### config.mk
export PLATFORM = sky130hd
export DESIGN_NAME = spi_result_tx_flat
export DESIGN_NICKNAME = d
export VERILOG_FILES = /design/src/rtl/spi_result_tx_if.sv /design/src/rtl/spi_result_tx.sv /design/src/flat_wrapper.sv
export SDC_FILE = /design/constraint.sdc
export NUM_CORES = 1
export LEC_CHECK = 0
export CAP_MARGIN = 20
export CORE_MARGIN = 2
export CORE_UTILIZATION = 50
export CTS_CLUSTER_DIAMETER = 50
export CTS_CLUSTER_SIZE = 20
export DETAILED_ROUTE_END_ITERATION = 10
export DONT_BUFFER_PORTS = 1
export SLEW_MARGIN = 15
export SYNTH_ARGS = -nofsm -noshare
export SYNTH_HDL_FRONTEND = slang
export SYNTH_SLANG_ARGS = --single-unit
### constraint.sdc
create_clock -name clk -period 2.21 [get_ports clk]
set_clock_uncertainty 0.2 [all_clocks]
set_input_delay 0.663 -clock clk [delete_from_list [all_inputs] [get_ports clk]]
set_output_delay 0.663 -clock clk [all_outputs]
set_load 0.03 [all_outputs]
### src/rtl/spi_result_tx_if.sv
// rtl/spi_result_tx_if.sv - result handshake bundle between the ALU side and the SPI result transmitter
interface spi_result_tx_if;
    logic       res_valid;
    logic       res_ready;
    logic [7:0] result;
    logic [3:0] flags;
    logic [1:0] opcode;

    // ALU side offers results
    modport master (
        output res_valid,
        output result,
        output flags,
        output opcode,
        input  res_ready
    );

    // transmitter side accepts results into its holding buffer
    modport slave (
        input  res_valid,
        input  result,
        input  flags,
        input  opcode,
        output res_ready
    );
endinterface

### src/rtl/spi_result_tx.sv
// rtl/spi_result_tx.sv - SPI mode-0 slave transmitter returning packed ALU results over MISO
module spi_result_tx #(
    parameter int SYNC_STAGES = 2
) (
    input  logic           clk,
    input  logic           reset_n,
    spi_result_tx_if.slave res_if,
    input  logic           spi_sclk_i,
    input  logic           spi_cs_n_i,
    output logic           spi_miso_o,
    output logic           spi_miso_oe_o,
    output logic           frame_done_o,
    output logic           underrun_o,
    output logic           frame_abort_o
);

    typedef enum logic [1:0] {
        SYNC_WAIT = 2'd0,
        IDLE      = 2'd1,
        SHIFT     = 2'd2,
        DONE      = 2'd3
    } state_t;

    localparam int SETTLE_W = $clog2(SYNC_STAGES + 1);
    localparam logic [SETTLE_W-1:0] SETTLE_MAX = SETTLE_W'(SYNC_STAGES);

    // Frame layout: result, flags, opcode, even parity over those 14 bits, valid marker.
    function automatic logic [15:0] pack_frame(input logic [7:0] r,
                                               input logic [3:0] f,
                                               input logic [1:0] o);
        logic [13:0] body;
        body = {r, f, o};
        return {body, ^body, 1'b1};
    endfunction

    // synchronizers and previous-value registers for edge detection
    logic [SYNC_STAGES-1:0] sclk_sync_q;
    logic [SYNC_STAGES-1:0] cs_sync_q;
    logic                   sclk_prev_q;
    logic                   cs_prev_q;
    logic                   sclk_s;
    logic                   cs_s;
    logic                   sclk_rise;
    logic                   sclk_fall;
    logic                   cs_fall;
    logic                   cs_rise;

    // holding buffer
    logic                   buf_full_q;
    logic                   buf_full_d;
    logic [15:0]            buf_frame_q;
    logic [15:0]            buf_frame_d;
    logic                   load;
    logic                   take;

    // transmit state
    state_t                 state_q;
    logic [15:0]            shift_reg_q;
    logic [4:0]             bit_cnt_q;
    logic [SETTLE_W-1:0]    settle_cnt_q;
    logic                   miso_q;
    logic                   miso_oe_q;
    logic                   frame_done_q;
    logic                   underrun_q;
    logic                   frame_abort_q;

    // Sync flops reset high so a released reset looks like an idle, deselected bus.
    always_ff @(posedge clk or negedge reset_n) begin
        if (!reset_n) begin
            sclk_sync_q <= '1;
            cs_sync_q   <= '1;
            sclk_prev_q <= 1'b1;
            cs_prev_q   <= 1'b1;
        end else begin
            sclk_sync_q <= {sclk_sync_q[SYNC_STAGES-2:0], spi_sclk_i};
            cs_sync_q   <= {cs_sync_q[SYNC_STAGES-2:0], spi_cs_n_i};
            sclk_prev_q <= sclk_s;
            cs_prev_q   <= cs_s;
        end
    end

    assign sclk_s    = sclk_sync_q[SYNC_STAGES-1];
    assign cs_s      = cs_sync_q[SYNC_STAGES-1];
    assign sclk_rise = sclk_s & ~sclk_prev_q;
    assign sclk_fall = ~sclk_s & sclk_prev_q;
    assign cs_fall   = ~cs_s & cs_prev_q;
    assign cs_rise   = cs_s & ~cs_prev_q;

    // A frame start consumes the buffer only if it was already full; a load in
    // the same cycle therefore lands in the buffer for the following frame.
    assign take = (state_q == IDLE) && cs_fall && buf_full_q;
    assign load = res_if.res_valid && !buf_full_q;

    assign res_if.res_ready = !buf_full_q;

    // next-state for the holding buffer; load and take are mutually exclusive
    always_comb begin
        buf_full_d  = buf_full_q;
        buf_frame_d = buf_frame_q;
        if (load) begin
            buf_full_d  = 1'b1;
            buf_frame_d = pack_frame(res_if.result, res_if.flags, res_if.opcode);
        end else if (take) begin
            buf_full_d  = 1'b0;
        end
    end

    // holding buffer registers
    always_ff @(posedge clk or negedge reset_n) begin
        if (!reset_n) begin
            buf_full_q  <= 1'b0;
            buf_frame_q <= 16'h0000;
        end else begin
            buf_full_q  <= buf_full_d;
            buf_frame_q <= buf_frame_d;
        end
    end

    // transmit FSM with registered MISO, output enable and event pulses
    always_ff @(posedge clk or negedge reset_n) begin
        if (!reset_n) begin
            state_q       <= SYNC_WAIT;
            shift_reg_q   <= 16'h0000;
            bit_cnt_q     <= 5'd0;
            settle_cnt_q  <= '0;
            miso_q        <= 1'b0;
            miso_oe_q     <= 1'b0;
            frame_done_q  <= 1'b0;
            underrun_q    <= 1'b0;
            frame_abort_q <= 1'b0;
        end else begin
            frame_done_q  <= 1'b0;
            underrun_q    <= 1'b0;
            frame_abort_q <= 1'b0;
            miso_oe_q     <= (state_q != SYNC_WAIT) && !cs_s;

            case (state_q)
                SYNC_WAIT: begin
                    // Wait until the chain holds real pin samples, then for a
                    // deselected bus, so a CS_N held low through reset is ignored.
                    miso_q <= 1'b0;
                    if (settle_cnt_q != SETTLE_MAX) begin
                        settle_cnt_q <= settle_cnt_q + 1'b1;
                    end else if (cs_s) begin
                        state_q <= IDLE;
                    end
                end

                IDLE: begin
                    miso_q <= 1'b0;
                    if (cs_fall) begin
                        shift_reg_q <= buf_full_q ? buf_frame_q : 16'h0000;
                        underrun_q  <= !buf_full_q;
                        bit_cnt_q   <= 5'd0;
                        state_q     <= SHIFT;
                    end
                end

                SHIFT: begin
                    miso_q <= shift_reg_q[15];
                    if (cs_rise) begin
                        frame_abort_q <= 1'b1;
                        miso_q        <= 1'b0;
                        state_q       <= IDLE;
                    end else if (sclk_rise) begin
                        bit_cnt_q <= bit_cnt_q + 5'd1;
                        if (bit_cnt_q == 5'd15) begin
                            frame_done_q <= 1'b1;
                            miso_q       <= 1'b0;
                            state_q      <= DONE;
                        end
                    end else if (sclk_fall && (bit_cnt_q < 5'd16)) begin
                        shift_reg_q <= {shift_reg_q[14:0], 1'b0};
                    end
                end

                DONE: begin
                    // surplus clocks read zeros until the master deselects
                    miso_q <= 1'b0;
                    if (cs_rise) begin
                        state_q <= IDLE;
                    end
                end

                default: begin
                    miso_q  <= 1'b0;
                    state_q <= SYNC_WAIT;
                end
            endcase
        end
    end

    assign spi_miso_o    = miso_q;
    assign spi_miso_oe_o = miso_oe_q;
    assign frame_done_o  = frame_done_q;
    assign underrun_o    = underrun_q;
    assign frame_abort_o = frame_abort_q;

endmodule

### src/flat_wrapper.sv
// flat-port wrapper written by rule: the top's interface ports become plain ports
module spi_result_tx_flat 
#(
    parameter int SYNC_STAGES = 2
)
  (clk, reset_n, spi_sclk_i, spi_cs_n_i, spi_miso_o, spi_miso_oe_o, frame_done_o, underrun_o, frame_abort_o, res_if_res_valid, res_if_result, res_if_flags, res_if_opcode, res_if_res_ready);
  spi_result_tx_if res_if_i ();
  input  logic clk;
  input  logic reset_n;
  input  logic spi_sclk_i;
  input  logic spi_cs_n_i;
  output logic spi_miso_o;
  output logic spi_miso_oe_o;
  output logic frame_done_o;
  output logic underrun_o;
  output logic frame_abort_o;
  input wire logic [$bits(res_if_i.res_valid)-1:0] res_if_res_valid;
  input wire logic [$bits(res_if_i.result)-1:0] res_if_result;
  input wire logic [$bits(res_if_i.flags)-1:0] res_if_flags;
  input wire logic [$bits(res_if_i.opcode)-1:0] res_if_opcode;
  output wire logic [$bits(res_if_i.res_ready)-1:0] res_if_res_ready;
  assign res_if_i.res_valid = res_if_res_valid;
  assign res_if_i.result = res_if_result;
  assign res_if_i.flags = res_if_flags;
  assign res_if_i.opcode = res_if_opcode;
  assign res_if_res_ready = res_if_i.res_ready;
  spi_result_tx #(.SYNC_STAGES(SYNC_STAGES)) u_core (.clk(clk), .reset_n(reset_n), .res_if(res_if_i), .spi_sclk_i(spi_sclk_i), .spi_cs_n_i(spi_cs_n_i), .spi_miso_o(spi_miso_o), .spi_miso_oe_o(spi_miso_oe_o), .frame_done_o(frame_done_o), .underrun_o(underrun_o), .frame_abort_o(frame_abort_o));
endmodule
==> Flow_metrics.wiki <==
{| class="wikitable"
! Metric !! Value
|-
| Root buffer cell || sky130_fd_sc_hd__clkbuf_8
|-
| Gate Count Post-Synth || roughly 190
|-
| Finished Core Util || 57.0%
|-
| Sequential cell fraction of total power || 44.5%
|-
| Setup_tns || 0 ns
|-
| Async S/R FF share, synth || between 90% and 100%
|-
| Layout net count || about 230
|-
| Number of warnings issued by yosys || 0
|-
| Clock latency at the later pin of the worst-skew pair || slightly above 0.3 ns
|-
| P_leak || roughly 1.3 nW
|-
| Number of DRC markers in iteration 0 || around 110
|-
| Final weighted congestion of routability-driven global placement || 0.797
|-
| TritonCTS clock tree || built
|-
| Number of placed instances with taps included || ~260
|-
| Proportion of layout cells with a drive suffix above 1 || between 20% and 30%
|-
| R2r worst-path depth || 7
|-
| Worst EP arrival || about 2.1 ns
|-
| H-tree depth || 2
|-
| Clock period minus worst slack || 2.10 ns
|-
| Worst Path Required || between 2 and 2.5 ns
|-
| Maximum frequency from static timing analysis || around 480 MHz
|-
| Least-Margin Pin Slew || 0.354 ns
|-
| Count of standard-cell rows || 25
|-
| Remaining global-route overflow || 0
|-
| Violations in the final reports || hold timing
|-
| Register clock-pin slew on the reported worst setup and hold paths || about 0.1 ns
|-
| Wire length of the first global-routing pass || around 7100 µm
|-
| Post-route DRC violation count || 0
|-
| Flip-flop and latch count after synthesis || 53
|-
| Summed area of non-filler cells in the final layout || between 2000 and 3000 µm²
|-
| Post-synthesis cell type count || 37
|-
| Number of enable-type register cells in the synthesized netlist || 0
|-
| Netlist area before placement || between 2000 and 3000 µm²
|-
| Final antenna-violating net count || 0
|-
| Worst min-delay path class || input pin to asynchronous set/reset pin
|-
| Die Width || approximately 75 µm
|-
| Syn_nets || about 220
|-
| Signed area change from the synthesized netlist to the final layout || 8.41%
|-
| Count of buffers inserted at the top-level ports || 0
|-
| Detailed-route wire length || around 4400 µm
|-
| Post-Place Setup Slack || 0.105 ns
|-
| Drt pass-1 iters || 4
|-
| Syn avg cell area || between 10 and 15 µm²
|-
| # Max-Cap Violations || 0
|-
| Full die area || around 5600 µm²
|-
| Outcome || complete, but fails checks
|-
| Portion of total power attributed to the clock network || 16.5%
|-
| Slew headroom || ~76%
|-
| Total Routing Usage GR || 17.1%
|-
| Final worst setup slack || 0.106 ns
|-
| Average routed wire per standard cell || roughly 16 µm
|-
| Hold Fails Final Rpt || 3
|-
| Maximum fanout along the worst path || 16
|-
| Largest net degree at the start of global routing || 54
|-
| Ant. Diodes || 0
|-
| Kind of end point of the critical path || flop
|-
| Endpoints failing setup || 0
|-
| Via-to-Cell Ratio || roughly 5.5
|-
| Peak supply drop || 479 µV
|-
| Maximum clock insertion buffer count || 2
|-
| Setup repair after global routing missed its margin || false
|-
| Core area || between 4000 and 5000 µm²
|-
| Post-detailed-placement half-perimeter wirelength || about 3100 µm
|-
| Initial antenna violation count || 0
|-
| Switching Fraction || between 30% and 40%
|-
| Routed via count || around 1500
|-
| Total power after layout || ~3.4 mW
|-
| Classification of the worst setup path || flop to flop
|-
| Total power density per cell area || between 1000 and 1500 nW/µm²
|-
| Post-DP Area || 2610 µm²
|-
| Internal power of the cells || roughly 2.3 mW
|-
| Clock sink total || 53
|-
| Final critical-path share of the clock period || roughly 95%
|-
| Total net switching power || about 1.1 mW
|-
| Portion of the post-synthesis area used by sequential elements || between 50 and 60%
|-
| Number of global-route vias before repair || roughly 1500
|-
| Effective utilization at floorplan || between 50% and 60%
|-
| Number of buffers created by CTS || 5
|-
| Most used DFF post-synth || sky130_fd_sc_hd__dfrtp_1
|-
| Final Hold Slack || -0.000634 ns
|-
| Pins over their slew limit || 0
|-
| Critical Path Source Type || flop
|-
| Final cell count without fillers || about 270
|-
| Combinational share of power || about two fifths
|-
| Boundary pin count || 25
|-
| Die height || 74.9 µm
|}
[power by group through the flow]
stage               sequential (mW)  clock [mW]  combinational [mW]
global route                   1.55       0.614                1.43
floorplan                      1.45           0                1.13
global placement               1.52           0                1.25
CTS                            1.51       0.575                1.33
finish                         1.51       0.560                1.32
detailed placement             1.53           0                1.30
[worst max-delay path: stages (launching register included)]
cell and delay (ns):
sky130_fd_sc_hd__dfrtp_1 0.44, sky130_fd_sc_hd__inv_1 0.13, sky130_fd_sc_hd__ha_1 0.20, sky130_fd_sc_hd__inv_1 0.10, sky130_fd_sc_hd__o21ai_4 0.24, sky130_fd_sc_hd__a21o_1 0.16
sky130_fd_sc_hd__buf_12 0.17, sky130_fd_sc_hd__mux2_2 0.34
[Yosys cell counts, types with 2 or more instances]
library cell | n | share of area, %
sky130_fd_sc_hd__xnor2_1 | 10 | 3.5
sky130_fd_sc_hd__a22oi_1 | 2 | 0.60
sky130_fd_sc_hd__ha_1 | 9 | 4.5
sky130_fd_sc_hd__dfstp_2 | 6 | 6.3
sky130_fd_sc_hd__o21ai_0 | 4 | 0.80
sky130_fd_sc_hd__and3_1 | 3 | 0.75
sky130_fd_sc_hd__clkbuf_1 | 2 | 0.30
sky130_fd_sc_hd__nand2_1 | 14 | 2.1
sky130_fd_sc_hd__dfrtp_1 | 47 | 47
sky130_fd_sc_hd__buf_2 | 4 | 0.80
sky130_fd_sc_hd__nand3_1 | 6 | 1.2
sky130_fd_sc_hd__xnor3_1 | 2 | 1.8
sky130_fd_sc_hd__a22o_1 | 17 | 5.9
sky130_fd_sc_hd__mux2_2 | 20 | 9.0
sky130_fd_sc_hd__nand2b_1 | 3 | 0.75
sky130_fd_sc_hd__inv_1 | 9 | 1.3
sky130_fd_sc_hd__mux2_4 | 9 | 5.4
sky130_fd_sc_hd__nor2_1 | 6 | 0.90
sky130_fd_sc_hd__mux2i_1 | 2 | 0.80
[cells in the final DEF (no fill, tap or decap)]
cell type and count:
sky130_fd_sc_hd__nor2b_1 1, sky130_fd_sc_hd__nand2b_1 3, sky130_fd_sc_hd__or4_1 1, sky130_fd_sc_hd__and3_1 3, sky130_fd_sc_hd__nor2b_4 1, sky130_fd_sc_hd__o21ai_1 1
sky130_fd_sc_hd__dfstp_2 6, sky130_fd_sc_hd__o21ai_4 1, sky130_fd_sc_hd__clkbuf_1 1, sky130_fd_sc_hd__inv_1 9, sky130_fd_sc_hd__mux2i_1 2, sky130_fd_sc_hd__a21o_1 1
sky130_fd_sc_hd__buf_4 6, sky130_fd_sc_hd__nand3b_1 1, sky130_fd_sc_hd__a2bb2oi_1 1, sky130_fd_sc_hd__ha_1 9, sky130_fd_sc_hd__mux2_2 20, sky130_fd_sc_hd__and4_1 1
sky130_fd_sc_hd__dfrtp_1 47, sky130_fd_sc_hd__xnor3_1 2, sky130_fd_sc_hd__o41ai_1 1, sky130_fd_sc_hd__clkinvlp_4 1, sky130_fd_sc_hd__o21bai_1 1, sky130_fd_sc_hd__and2_1 1
sky130_fd_sc_hd__a22oi_1 2, sky130_fd_sc_hd__mux2_4 9, sky130_fd_sc_hd__nand3_1 6, sky130_fd_sc_hd__buf_12 1, sky130_fd_sc_hd__xnor2_1 10, sky130_fd_sc_hd__nand2_1 14
sky130_fd_sc_hd__clkbuf_8 6, sky130_fd_sc_hd__o21ai_0 4, sky130_fd_sc_hd__a22o_1 17, sky130_fd_sc_hd__o211ai_1 1, sky130_fd_sc_hd__o2111ai_1 1, sky130_fd_sc_hd__buf_16 1
sky130_fd_sc_hd__nor2_1 6, sky130_fd_sc_hd__a21boi_0 1, sky130_fd_sc_hd__o2bb2ai_1 1
[cell type report]
type	count	area, µm²
fillers	410	2060
clock buffers	7	86.3
well taps	67	83.8
repair buffers	8	92.6
inverters	9	33.8
flip-flops and latches	53	1330
multi-input cells	123	1090
clock inverters	1	7.51
[worst paths after layout]
path | start | end | slack [ns]
min in group clk | spi_cs_n_i | u_core.cs_sync_q[0] | 0.15
min reg2reg | u_core.cs_sync_q[0] | u_core.cs_sync_q[1] | 0.16
min | reset_n | u_core.shift_reg_q[9] | -0.0006
max | u_core.state_q[1] | u_core.shift_reg_q[2] | 0.11
max in group asynchronous | reset_n | u_core.cs_sync_q[1] | 1.53
max reg2reg | u_core.state_q[1] | u_core.shift_reg_q[2] | 0.11
[flip-flops by register name, indices dropped and copies added, names as in the netlist, 2 cells and up]
register	cells
u_core.buf_frame_q	16
u_core.shift_reg_q	16
u_core.bit_cnt_q	5
u_core.cs_sync_q	2
u_core.sclk_sync_q	2
u_core.settle_cnt_q	2
u_core.state_q	2
[layer usage]
metal / routed length, µm / GRT usage [%] / up-vias / part of all wire, %
li1: - / - / 690 / -
met1: 2120 / 23.4 / 746 / 48
met2: 2050 / 26.5 / 25 / 47
met3: 174 / 4.42 / 7 / 4.0
met4: 63 / 5.95 / 0 / 1.4
met5: 0 / 0 / - / 0
[logic make-up (layout without fill, tap and decap cells)]
logic type / after synthesis / after routing / synth area share [%]
simple gates: 38 / 38 / 7.66
buf+inv: 17 / 25 / 3.68
compound gates: 33 / 33 / 10.7
flops: 53 / 53 / 53.0
mux: 31 / 31 / 15.1
xor+xnor: 12 / 12 / 5.27
fa+ha+maj: 9 / 9 / 4.48
[repair_timing]
action / 4_1_cts / 5_1_grt
hold buffers: 1 / 0
gates resized for setup: 0 / 0
setup buffers: 0 / 0
endpoints found under the setup margin: 0 / 3
endpoints found under the hold margin: 53 / 0
No activity file was read; power rests on OpenSTA's default activity.
